==> config.mk <==
export PLATFORM = sky130hd
export DESIGN_NAME = memory_control
export DESIGN_NICKNAME = d
export VERILOG_FILES = /design/src/rtl/cpu_types_pkg.sv /design/src/rtl/diaosi_types_pkg.sv /design/src/rtl/memctl_watchdog.sv /design/src/rtl/memory_control.sv
export SDC_FILE = /design/constraint.sdc
export NUM_CORES = 1
export LEC_CHECK = 0
export CAP_MARGIN = 20
export CORE_ASPECT_RATIO = 1.75
export CORE_MARGIN = 2
export CORE_UTILIZATION = 40
export DETAILED_ROUTE_END_ITERATION = 8
export GPL_TIMING_DRIVEN = 0
export PLACE_DENSITY = 0.77
export SKIP_CTS_REPAIR_TIMING = 1
export SLEW_MARGIN = 20
export SYNTH_ARGS = -nofsm -noshare
export SYNTH_HDL_FRONTEND = slang
export SYNTH_SLANG_ARGS = --single-unit
==> constraint.sdc <==
create_clock -name CLK -period 2.2 [get_ports CLK]
set_input_delay 0.22 -clock CLK [delete_from_list [all_inputs] [get_ports CLK]]
set_output_delay 0.22 -clock CLK [all_outputs]
set_load 0.02 [all_outputs]
==> src/rtl/cpu_types_pkg.sv <==
// CPU-wide shared types: the machine word and the RAM handshake status.
package cpu_types_pkg;

  typedef logic [31:0] word_t;

  typedef enum logic [1:0] {
    FREE   = 2'd0,
    BUSY   = 2'd1,
    ACCESS = 2'd2,
    ERROR  = 2'd3
  } ramstate_t;

endpackage

==> src/rtl/diaosi_types_pkg.sv <==
// Memory-controller types: arbiter state encoding and the default error word.
package diaosi_types_pkg;

  typedef enum logic [1:0] {
    IDLE = 2'd0,
    DACC = 2'd1,
    IACC = 2'd2,
    HIT  = 2'd3
  } memctl_state_t;

  localparam logic [31:0] ERR_WORD_DEFAULT = 32'hBAD1BAD1;

endpackage

==> src/rtl/memctl_watchdog.sv <==
// Access timeout counter: cleared by start_i, counts tick_i cycles and flags the
// tick that would reach TIMEOUT_CYCLES. Used by memory_control only under MEMCTL_TIMEOUT_EN.
module memctl_watchdog #(
  parameter int unsigned TIMEOUT_CYCLES = 64
) (
  input  logic CLK,
  input  logic nRST,
  input  logic start_i,
  input  logic tick_i,
  output logic expired_o
);

  localparam int CW = $clog2(TIMEOUT_CYCLES + 1);

  logic [CW-1:0] count_q, count_d;

  // Fires on the stalled cycle that completes the budget, so the abort lands on that edge.
  assign expired_o = tick_i && (count_q == CW'(TIMEOUT_CYCLES - 1));

  always_comb begin
    count_d = count_q;
    if (start_i) begin
      count_d = '0;
    end else if (tick_i && !expired_o) begin
      count_d = count_q + 1'b1;
    end
  end

  always_ff @(posedge CLK or negedge nRST) begin
    if (!nRST) begin
      count_q <= '0;
    end else begin
      count_q <= count_d;
    end
  end

endmodule

==> src/rtl/memory_control.sv <==
// Single-port RAM arbiter for instruction fetch and data access; data has priority.
// Optional access timeout is enabled by defining MEMCTL_TIMEOUT_EN.
module memory_control
  import cpu_types_pkg::*;
  import diaosi_types_pkg::*;
#(
  parameter int unsigned TIMEOUT_CYCLES = 64,
  parameter word_t       ERR_WORD       = ERR_WORD_DEFAULT
) (
  input  logic        CLK,
  input  logic        nRST,
  input  logic        iREN,
  input  logic [31:0] iaddr,
  input  logic        dREN,
  input  logic        dWEN,
  input  logic [31:0] daddr,
  input  logic [31:0] dstore,
  output logic        ihit,
  output logic [31:0] iload,
  output logic        dhit,
  output logic [31:0] dload,
  output logic        ramREN,
  output logic        ramWEN,
  output logic [31:0] ramaddr,
  output logic [31:0] ramstore,
  input  logic [31:0] ramload,
  input  logic [1:0]  ramstate,
  output logic        mem_err
);

  memctl_state_t state_q, state_d;
  word_t         addr_q, addr_d;
  word_t         data_q, data_d;
  logic          write_q, write_d;
  logic          ihit_q, ihit_d;
  logic          dhit_q, dhit_d;
  word_t         iload_q, iload_d;
  word_t         dload_q, dload_d;
  logic          mem_err_q, mem_err_d;

  ramstate_t ram_st;
  logic      in_access;
  logic      timed_out;

  assign ram_st    = ramstate_t'(ramstate);
  assign in_access = (state_q == DACC) || (state_q == IACC);

`ifdef MEMCTL_TIMEOUT_EN
  logic wd_start;
  logic wd_tick;

  assign wd_start = (state_q == IDLE) && ((state_d == DACC) || (state_d == IACC));
  assign wd_tick  = in_access && (ram_st != ACCESS) && (ram_st != ERROR);

  memctl_watchdog #(
    .TIMEOUT_CYCLES(TIMEOUT_CYCLES)
  ) u_watchdog (
    .CLK      (CLK),
    .nRST     (nRST),
    .start_i  (wd_start),
    .tick_i   (wd_tick),
    .expired_o(timed_out)
  );
`else
  logic unused_timeout_cfg;

  assign unused_timeout_cfg = ^TIMEOUT_CYCLES;
  assign timed_out          = 1'b0;
`endif

  always_comb begin
    state_d   = state_q;
    addr_d    = addr_q;
    data_d    = data_q;
    write_d   = write_q;
    ihit_d    = 1'b0;
    dhit_d    = 1'b0;
    iload_d   = iload_q;
    dload_d   = dload_q;
    mem_err_d = mem_err_q;

    case (state_q)
      IDLE: begin
        if (dREN || dWEN) begin
          state_d = DACC;
          addr_d  = daddr;
          data_d  = dstore;
          write_d = dWEN;
        end else if (iREN) begin
          state_d = IACC;
          addr_d  = iaddr;
          write_d = 1'b0;
        end
      end

      DACC, IACC: begin
        if (ram_st == ACCESS) begin
          state_d = HIT;
          if (state_q == IACC) begin
            ihit_d  = 1'b1;
            iload_d = ramload;
          end else begin
            dhit_d = 1'b1;
            if (!write_q) begin
              dload_d = ramload;
            end
          end
        end else if ((ram_st == ERROR) || timed_out) begin
          // Failed accesses still complete so the requester never stalls forever.
          state_d   = HIT;
          mem_err_d = 1'b1;
          if (state_q == IACC) begin
            ihit_d  = 1'b1;
            iload_d = ERR_WORD;
          end else begin
            dhit_d  = 1'b1;
            dload_d = ERR_WORD;
          end
        end
      end

      HIT: begin
        state_d = IDLE;
      end

      default: begin
        state_d = IDLE;
      end
    endcase
  end

  always_ff @(posedge CLK or negedge nRST) begin
    if (!nRST) begin
      state_q   <= IDLE;
      addr_q    <= '0;
      data_q    <= '0;
      write_q   <= 1'b0;
      ihit_q    <= 1'b0;
      dhit_q    <= 1'b0;
      iload_q   <= '0;
      dload_q   <= '0;
      mem_err_q <= 1'b0;
    end else begin
      state_q   <= state_d;
      addr_q    <= addr_d;
      data_q    <= data_d;
      write_q   <= write_d;
      ihit_q    <= ihit_d;
      dhit_q    <= dhit_d;
      iload_q   <= iload_d;
      dload_q   <= dload_d;
      mem_err_q <= mem_err_d;
    end
  end

  // RAM side decodes straight from the state register so reset drops it immediately.
  assign ramREN   = in_access && !write_q;
  assign ramWEN   = in_access && write_q;
  assign ramaddr  = in_access ? addr_q : '0;
  assign ramstore = (in_access && write_q) ? data_q : '0;

  assign ihit    = ihit_q;
  assign dhit    = dhit_q;
  assign iload   = iload_q;
  assign dload   = dload_q;
  assign mem_err = mem_err_q;

endmodule
Yosys cells after proc, flatten, opt, wreduce, memory -nomap -nowiden
Index checks and enable logic that the tools add are counted.
- output and inout bits: 133
- bits of input ports: 135
- register bits after elaboration: 134
- bitwise logic cells: 2
- eq/ne operators: 8
- multiplexer cells: 28
- reductions and logical operators: 15
- operators by type and width (kind ; count):
    32-bit two-way mux ; 13
    1-bit two-way mux ; 10
    2-bit == test, second input constant ; 4
    2-bit two-way mux ; 4
    3-bit inequality test, second input constant ; 2
    2-bit one-hot mux with 3 select lines ; 1
    2-bit AND reduction ; 3
    3-bit AND reduction ; 2
    4-bit AND reduction ; 1
    2-bit nonzero test ; 2
    2-bit by 1-bit == test with 1-bit output, second input constant ; 1
    1-bit logical AND ; 2
    2-bit zero test ; 1
    1-bit logical OR ; 2
    2-bit inequality test, second input constant ; 1
    1-bit NOT ; 2
    2-bit OR reduction ; 1
    1-bit zero test ; 1

Longest topological paths before layout
- depth in word-level cells: 5
- mapped depth: 8
- depth with buffers taken out: 5

Least setup slack after synthesis
No wires, ideal clock.
- path kind: register to output
- start: register state_q[0]
- end: output ramWEN
- slack: 0.518 ns
- data arrival time: 1.462 ns
- required time: 1.980 ns
- cell stages (with the launch flop): 7
- cells stage by stage: dfrtp_1 inv_1 ha_1 buf_4 clkbuf_1 clkbuf_1 and2_1
- word-level cells in the longest chain between the ends: 3
- elaborated cells on any way between the ends: 4
- classes of those cells: eq/ne: 2; reduce/logical: 2
- ends and longest elaborated chain (element ; line ; RTL):
    start: declaration ; memory_control.sv:31 ; memctl_state_t state_q, state_d;
    start signal: assignment ; memory_control.sv:144 ; state_q <= state_d;
    2-bit by 1-bit == test with 1-bit output / 2-bit == test (equally long branches) ; memory_control.sv:46 ; assign in_access = (state_q == DACC) || (state_q == IACC);
    1-bit logical OR * ; memory_control.sv:46 ;
    1-bit logical AND * ; memory_control.sv:158 ; assign ramWEN = in_access && write_q;
    end: declaration ; memory_control.sv:23 ; output logic ramWEN,
Every way passes the cells marked *; elsewhere a longest branch is shown, timed or not.

Worst setup path after layout
- start: register state_q[1]
- end: output ramstore[11]
- word-level cells in the longest chain between the ends: 4
- elaborated cells on any way between the ends: 5
- classes of those cells: eq/ne: 2; mux: 1; reduce/logical: 2
- ends and longest elaborated chain (element ; line ; RTL):
    2-bit by 1-bit == test with 1-bit output / 2-bit == test (equally long branches) ; memory_control.sv:46 ;
    1-bit logical OR * ; memory_control.sv:46 ;
    1-bit logical AND * ; memory_control.sv:160 ; assign ramstore = (in_access && write_q) ? data_q : '0;
    32-bit two-way mux * ; memory_control.sv:160 ;
    end: declaration ; memory_control.sv:25 ; output logic [31:0] ramstore,
Marks and branches as above.

==> summary.md <==
| Metric | Value |
|---|---|
| Vias in the first global route | 5469 |
| Tmin final | 2.11 ns |
| Post-synthesis xor/xnor area fraction | 0% |
| Residual DRC | 0 |
| Initial antenna violation count | 0 |
| Post-Route Setup TNS | 0 ns |
| Design area | 0.00963 mm² |
| DR vias/cell | 4.93 |
| Fin crit share | 95.9% |
| Routed WL per cell | 16.9 µm |
| Top-count cell post-synth | dfrtp_1 |
| Max Clock Freq | 474 MHz |
| Row cnt | 59 |
| Yosys cell types | 28 |
| Post-route ant nets | 0 |
| H-tree levels | 4 |
| Layout Nets | 977 |
| Synth Area in Simple Gates | 14.0% |
| Critical Path Fanout Max | 10 |
| Number of synthesized flops with an enable pin | 0 |
| CORE AREA | 0.0148 mm² |
| Die width | 96.5 µm |
| Max clock buf depth | 2 |
| Data arrival time of the critical path | 1.89 ns |
| Io pins | 268 |
| Inserted Clock Buffers | 17 |
| Max VDD drop | 0.686 mV |
| PwrDens | 1500 mW/mm² |
| Crit path kind | reg -> out |
| Met2 GRT Util | 41.5% |
| Placed instance area | 0.00892 mm² |
| Main combinational cell family by area after synthesis | multiplexers |
| Complex-gate fraction of the synthesized area | 6.08% |
| Leakage | 5.09 nW |
| FF+latch count, synth | 134 |
| DR vias | 5098 |
| DP HPWL | 13.5 mm |
| Multi-input combinational cell area | 0.00227 mm² |
| Final Hold Viols | 0 |
| Synth Instances | 551 |
| Crit path required time | 1.98 ns |
| Worst setup SP type | flip-flop |
| Clk pin slew, worst setup/hold paths | 0.06 ns |
| # clock sinks | 134 |
| Worst hold-check path type | in -> async |
| GRT busiest layer | met2 |
| Final setup violation count | 0 |
| Ys Warns | 0 |
| Worst Path Buf+Inv | 4 |
| Largest net degree at the start of global routing | 78 |
| Fraction of final layout cells sized beyond drive strength 1 | 14.1% |
| Final worst setup slack | 0.0899 ns |
| Top-area cell type share of the netlist area | 56.0% |
| RD Place Congestion | 0.769 |
| Worst Max-Slew Pin Slew | 0.501 ns |
| DR iter-0 viols | 134 |
| GRT Resource Usage Total | 22.3% |
| Adder-cell share of the synthesized area | 0.627% |
| Port bufs | 267 |
| Syn_nets | 689 |
| Post-synth ARST share | 100% |
| Final Max Tran Viols | 0 |
| Status | finished, final reports clean |
| Synth Flop Type | dfrtp_1 |
| Filler cell count | 1164 |
| M1 GR Usage | 24.3% |
| Global-route wire length before repair | 27.5 mm |
| Max stage delay on crit path | 0.36 ns |
| Register area share after synthesis | 56.0% |
| Total congestion overflow | 0 |
| GRT met3 Usage | 4.76% |
| Clk_skew | 0.0107 ns |
| Sequence of cells on the critical path | inv_2 > ha_1 > buf_6 > clkbuf_2 > and3_1 > dlymetal6s2s_1 |
| Root Driver | clkbuf_16 |
| Clk_lat worst skew | 0.41 ns |
| Initial core utilization | 40.6% |
| Total Wirelength | 17.5 mm |
| DIE AREA | 0.0160 mm² |
| Die Span Y | 166 µm |
| Synth Cell Area | 0.00599 mm² |
| Pre-CTS WS | -0.456 ns |
| Max_slew headroom | 66.6% |
| Max-cap viol count | 0 |
| TritonCTS clock tree | built |
| Synth area leader | dfrtp_1 |
| CP max stage cell | dfrtp_1 |
| Crit path max-delay family | buffers and inverters |
| Synth-to-layout area growth | 60.8% |
| Drt first pass iters | 4 |
| Antenna Cells | 0 |
| Syn avg cell area | 10.9 µm² |
| Synth top cells by count | dfrtp_1, nand2_1, mux2i_1 |
| Ranking of synthesized cells by area | dfrtp_1, mux2i_1, mux2_2 |
| Mux contribution to synthesized area | 17.2% |
| Sequential cell area | 0.00335 mm² |
| Crit. End Element | primary output |
cell families (layout without fill, tap and decap cells):
family,after synthesis,after routing
AND/OR/NAND/NOR,171,171
buffers and inverters,74,375
adder cells (fa/ha/maj),3,3
AO/OA/AOI/OAI,70,70
multiplexers,99,99
flip-flops,134,134
worst paths after layout:
check                      cells after the start                    from  slack (ns)                     end
max                                            6  state_q[1]$_DFFE_PN0P_        0.09            ramstore[11]
min reg2reg                                    2  addr_q[24]$_DFFE_PN0P_        0.47  addr_q[24]$_DFFE_PN0P_
min                                            2                    nRST        0.33   dload[14]$_DFFE_PN0P_
max reg2reg                                    8  state_q[0]$_DFFE_PN0P_        0.29   iload[26]$_DFFE_PN0P_
min in group CLK                               3              ramload[3]        0.40    dload[3]$_DFFE_PN0P_
max in group asynchronous                      3                    nRST        1.14  addr_q[30]$_DFFE_PN0P_
cells in the final DEF (no fill, tap or decap), drive strengths merged, types with 31 or more instances in the layout:
| cell | count |
|---|---|
| dlymetal6s2s | 46 |
| dfrtp | 134 |
| and2 | 33 |
| mux2i | 66 |
| inv | 42 |
| clkdlybuf4s50 | 200 |
| buf | 31 |
| clkbuf | 47 |
| nand2 | 79 |
| mux2 | 33 |
| and3 | 32 |
| o21ai | 65 |
worst register-to-register path: stages (launching register included):
cell      delay [ns]
dfrtp_1         0.37
inv_1           0.10
ha_1            0.25
buf_6           0.15
nand3_1         0.08
buf_2           0.23
clkbuf_1        0.43
nand2_1         0.12
o21ai_0         0.11
final cells by class:
cell class / instances / area share, %
timing repair buffer: 269 / 28.5
clock buffer: 19 / 4.60
clock inverter: 13 / 2.01
tap: 183 / 2.38
sequential: 134 / 34.8
multi-input combinational: 343 / 23.6
inverter: 37 / 1.44
buffer: 37 / 2.68
sequential cells by signal, indices dropped and copies added (netlist names):
register  flops
iload        32
dload        32
write_q       1
data_q       32
state_q       2
mem_err       1
ihit          1
addr_q       32
dhit          1
per-stage QoR:
step                hold WS (ns)  std cells  util, %  power (mW)
floorplan                -0.0756        551        -        8.12
global placement           0.451       1001     60.2        11.4
detailed placement         0.181       1002     60.4        11.6
CTS                       -0.258       1034     64.8        14.7
global route               0.364       1035     65.2        15.3
finish                     0.325       1035     65.2        14.5
routing by layer:
layer  vias up  wire (µm)
li1       2395          -
met1      2487       6270
met2       193       9900
met3        23       1000
met4         0        312
met5         -          0
report_power, final:
group,switching [mW],internal (mW)
clock,1.10,1.95
combinational,3.83,3.38
sequential,0.590,3.61
No activity file was read; power rests on OpenSTA's default activity.
